$ cat src/rtl/mem_arbiter.sv
// mem_arbiter: shares one synchronous single-port memory between the
// instruction-fetch port and the load/store data port. One transaction is
// outstanding at a time. The arbiter issues the access, waits the fixed
// memory latency and routes the response back to the requester that owns it.
module mem_arbiter #(
  parameter int ADDR_W  = 32,
  parameter int DATA_W  = 32,
  parameter int MEM_LAT = 1
) (
  input  logic                clk,
  input  logic                rst_n,
  input  logic                if_req,
  input  logic [ADDR_W-1:0]   if_addr,
  output logic                if_gnt,
  output logic                if_rvalid,
  output logic [DATA_W-1:0]   if_rdata,
  input  logic                d_req,
  input  logic                d_we,
  input  logic [ADDR_W-1:0]   d_addr,
  input  logic [DATA_W-1:0]   d_wdata,
  input  logic [DATA_W/8-1:0] d_be,
  output logic                d_gnt,
  output logic                d_rvalid,
  output logic [DATA_W-1:0]   d_rdata,
  output logic                mem_en,
  output logic                mem_we,
  output logic [ADDR_W-1:0]   mem_addr,
  output logic [DATA_W-1:0]   mem_wdata,
  output logic [DATA_W/8-1:0] mem_be,
  input  logic [DATA_W-1:0]   mem_rdata
);

  localparam int CNT_W = $clog2(MEM_LAT + 1);
  localparam logic [CNT_W-1:0] LAT_CNT = CNT_W'(MEM_LAT);
  localparam logic [CNT_W-1:0] CNT_ONE = CNT_W'(1);

  // Reject parameter values the latency counter and byte lanes cannot support.
  generate
    if (MEM_LAT < 1 || MEM_LAT > 8) begin : g_bad_lat
      $error("mem_arbiter: MEM_LAT must be within 1..8");
    end
    if (DATA_W % 8 != 0) begin : g_bad_data_w
      $error("mem_arbiter: DATA_W must be a multiple of 8");
    end
  endgenerate

  typedef enum logic {IDLE, BUSY} state_t;
  typedef enum logic {OWN_IF, OWN_D} owner_t;

  state_t           state_reg, state_next;
  owner_t           owner_reg, owner_next;
  owner_t           last_owner_reg, last_owner_next;
  logic             owner_we_reg, owner_we_next;
  logic [CNT_W-1:0] cnt_reg, cnt_next;
  logic             win_d;
  logic             resp_due;

  // State register; reset drops any in-flight access so its response never appears.
  always_ff @(posedge clk or negedge rst_n) begin
    if (!rst_n) begin
      state_reg      <= IDLE;
      owner_reg      <= OWN_IF;
      owner_we_reg   <= 1'b0;
      cnt_reg        <= '0;
      last_owner_reg <= OWN_IF;
    end else begin
      state_reg      <= state_next;
      owner_reg      <= owner_next;
      owner_we_reg   <= owner_we_next;
      cnt_reg        <= cnt_next;
      last_owner_reg <= last_owner_next;
    end
  end

  // Arbitration, memory issue and response routing; every output is forced
  // low while rst_n is asserted, including the combinational grant path.
  always_comb begin
    state_next      = state_reg;
    owner_next      = owner_reg;
    owner_we_next   = owner_we_reg;
    cnt_next        = cnt_reg;
    last_owner_next = last_owner_reg;
    if_gnt          = 1'b0;
    if_rvalid       = 1'b0;
    if_rdata        = '0;
    d_gnt           = 1'b0;
    d_rvalid        = 1'b0;
    d_rdata         = '0;
    mem_en          = 1'b0;
    mem_we          = 1'b0;
    mem_addr        = '0;
    mem_wdata       = '0;
    mem_be          = '0;
    // Data wins when alone, or on contention when fetch went last.
    win_d           = d_req && (!if_req || last_owner_reg == OWN_IF);
    resp_due        = (cnt_reg == LAT_CNT);

    if (rst_n) begin
      case (state_reg)
        IDLE: begin
          if (if_req || d_req) begin
            mem_en = 1'b1;
            if (win_d) begin
              d_gnt     = 1'b1;
              mem_we    = d_we;
              mem_addr  = d_addr;
              mem_wdata = d_wdata;
              mem_be    = d_we ? d_be : '1;
            end else begin
              if_gnt    = 1'b1;
              mem_addr  = if_addr;
              mem_be    = '1;
            end
            state_next      = BUSY;
            cnt_next        = CNT_ONE;
            owner_next      = win_d ? OWN_D : OWN_IF;
            owner_we_next   = win_d && d_we;
            last_owner_next = win_d ? OWN_D : OWN_IF;
          end
        end
        BUSY: begin
          if (resp_due) begin
            // Counter stops here rather than wrapping; the response pulses once.
            state_next = IDLE;
            cnt_next   = '0;
            if (owner_reg == OWN_D) begin
              d_rvalid = 1'b1;
              d_rdata  = owner_we_reg ? '0 : mem_rdata;
            end else begin
              if_rvalid = 1'b1;
              if_rdata  = mem_rdata;
            end
          end else begin
            cnt_next = cnt_reg + CNT_ONE;
          end
        end
        default: state_next = IDLE;
      endcase
    end
  end

endmodule

$ cat config.mk
export PLATFORM = sky130hd
export DESIGN_NAME = mem_arbiter
export DESIGN_NICKNAME = d
export VERILOG_FILES = /design/src/rtl/mem_arbiter.sv
export SDC_FILE = /design/constraint.sdc
export NUM_CORES = 1
export LEC_CHECK = 0
export ABC_AREA = 1
export CELL_PAD_IN_SITES_DETAIL_PLACEMENT = 0
export CELL_PAD_IN_SITES_GLOBAL_PLACEMENT = 1
export CORE_UTILIZATION = 12
export CTS_BUF_LIST = sky130_fd_sc_hd__clkbuf_8
export CTS_CLUSTER_SIZE = 10
export DETAILED_ROUTE_END_ITERATION = 12
export PLACE_DENSITY_LB_ADDON = 0.1
export SYNTH_ARGS = -nofsm -noshare
export SYNTH_HDL_FRONTEND = slang
export SYNTH_SLANG_ARGS = --single-unit
$ cat constraint.sdc
create_clock -name clk -period 3.6 [get_ports clk]
set_clock_uncertainty 0.1 [all_clocks]
set_input_delay 0.54 -clock clk [delete_from_list [all_inputs] [get_ports clk]]
set_output_delay 0.54 -clock clk [all_outputs]
set_load 0.005 [all_outputs]
==> flow_metrics.env <==
export IMPL_syn_instance_count=362
export IMPL_grt_max_degree=43
export IMPL_rsz0062_at_grt="no"
export IMPL_grt_use_total=0.1244
export IMPL_path_clk_slew_ns=0.03
export IMPL_multi_input_comb_area_mm2=0.001150
export IMPL_dieArea_mm2=0.01428
export IMPL_rows=42
export IMPL_reg2reg_from="state_reg"
export IMPL_fin_crit_ns=3.135
export IMPL_antenna_found_initial=0
export IMPL_final_cells=798
export IMPL_vdd_ir_drop_worst_v=0.0001191
export IMPL_max_slew_margin=0.7314
export IMPL_slowest_stage="clkdlybuf4s50_1"
export IMPL_start_util=0.1241
export IMPL_crit_path_start="rst_n"
export IMPL_final_antenna_net_count=0
export IMPL_wl_mm=9.397
export IMPL_critPathMaxFanout=22
export IMPL_dieWidth_um=119.5
export IMPL_netlist_area_mm2=0.001657
export IMPL_hp_start="owner_we_reg"
export IMPL_setup_tns_ns=0
export IMPL_cts_root_buf="clkbuf_8"
export IMPL_status="complete, no violations"
export IMPL_post_cts_buffers=0
export IMPL_top_level_ports=275
export IMPL_post_dp_hpwl_mm=7.729
export IMPL_hold_class="register to register"
export IMPL_drt_iter0_drc=123
export IMPL_critPathLaunchType="input pin"
export IMPL_cts_max_level=1
export IMPL_cts_path_max_buffers=2
export IMPL_fin_crit_sh=0.8708
export IMPL_numClockSinks=4
export IMPL_path_cells="clkdlybuf4s50_1 -> buf_4 -> nand2_1 -> nor2_4 -> buf_12 -> nand2_1 -> nor2_1 -> clkdlybuf4s50_1"
export IMPL_total_power_w=0.001122
export IMPL_ys_seq_area_frac=0.06042
export IMPL_finalSetupViolCount=0
export IMPL_final_cell_mix="273 x clkdlybuf4s50_1, 140 x nor2_1, 70 x inv_1"
export IMPL_arrival_ns=2.49
export IMPL_cts_hold_buffers=0
export IMPL_cts_resized=0
export IMPL_cts_made_buffers=3
export IMPL_critPathMaxStageDelay_ns=0.51
export IMPL_place_inst=795
export IMPL_grt_overflow_total=0
export IMPL_grt_pass1_wl_mm=14.46
export IMPL_via_per_inst=3.746
export IMPL_mostFrequentLayoutCell="clkdlybuf4s50_1"
export IMPL_cp_data_required_time_ns=2.96
export IMPL_drv_cap=0
export IMPL_slew_violations=0
export IMPL_yosys_warnings=0
export IMPL_grt_pass1_vias=2831
export IMPL_max_clock_freq_mhz=319.0
export IMPL_worstMarginPinSlew_ns=0.4029
export IMPL_nFillCells=1423
export IMPL_drc=0
export IMPL_drive_gt1_frac=0.03055
export IMPL_fin_area_mm2=0.004603
export IMPL_endpoint_kind="output port"
export IMPL_regArea_um2=100.1
export IMPL_powerDensity_mw_per_mm2=243.7
export IMPL_tritoncts="built"
export IMPL_insertion_delay_ns=0.22
export IMPL_core_mm2=0.01335
export IMPL_first_pass_iters=4
export IMPL_nets=761
export IMPL_port_buffers=274
export IMPL_power_leakage_nw=2.046
export IMPL_syn_num_nets=499
export IMPL_route_detailed_wl_per_inst_um=11.78
export IMPL_area_growth_pct=177.9
export IMPL_ys_types=15
export IMPL_place_area_mm2=0.004562
export IMPL_crit_type="input pin to output port"
export IMPL_globalplace_congestion=0.7460
export IMPL_fin_util=0.3449
export IMPL_num_antenna_cells=0
export IMPL_synth_area_per_cell_um2=4.576
export IMPL_vias=2989
export IMPL_hold_viol=0
export IMPL_fp_dieH_um=119.5
export IMPL_synth_seq_cells=4
==> synth_stat cells, drive strengths merged <==
| library cell | count | share of area |
|---|---|---|
| a21oi | 32 | 0.097 |
| buf | 25 | 0.079 |
| clkbuf | 1 | 0.0023 |
| dfrtp | 4 | 0.060 |
| inv | 73 | 0.17 |
| nand2 | 49 | 0.11 |
| nand3 | 3 | 0.0091 |
| nand3b | 32 | 0.15 |
| nor2 | 142 | 0.33 |
| o21ai | 1 | 0.0030 |
==> logic make-up (layout without fill, tap and decap cells) <==
family | after synthesis | after routing | synth area share
AO/OA/AOI/OAI | 33 | 33 | 0.09969
AND/OR/NAND/NOR | 226 | 226 | 0.5929
flip-flops | 4 | 4 | 0.06043
buffers and inverters | 99 | 359 | 0.2470
==> area by class of cell <==
type	count	share of cell area
inverters	73	0.05953
clock buffers	3	0.008970
well taps	176	0.04784
repair buffers	283	0.6121
multi-input cells	259	0.2498
flip-flops and latches	4	0.02175
==> worst paths after layout <==
kind,endpoint,slack (ns),cells after the start
worst max-delay path,mem_addr[31],0.47,8
worst min-delay path,owner_we_reg,0.38,2
worst max register to register,last_owner_reg,2.20,6
worst min register to register,owner_we_reg,0.38,2
max in group asynchronous,last_owner_reg,2.75,2
min in group asynchronous,cnt_reg,0.53,2
==> where the power goes <==
| part | internal, W | switching, W |
|---|---|---|
| logic | 0.000538 | 0.000405 |
| registers | 0.0000664 | 0.0000169 |
| clock network | 0.0000713 | 0.0000238 |
| total | 0.000676 | 0.000446 |
==> metal layers <==
layer,up-vias,track usage,part of all wire
met3,4,0.02757,0.090
li1,1576,-,-
met1,1255,0.1364,0.39
met4,0,0.02109,0.0059
met2,154,0.2431,0.51
met5,-,0,0
==> through the flow <==
stage	hold WS (ns)	setup slack, ns
floorplan	0.1444	1.805
global placement	0.3829	0.4831
detailed placement	0.3766	0.4463
CTS	0.3862	0.4160
global route	0.4144	0.2362
finish	0.3803	0.4652
==> critical path: cells and delay by family <==
family	cells	cell delay, ns
and+or+nand+nor	4	0.58
buffers and inverters	4	1.35
No activity file was read; power rests on OpenSTA's default activity.
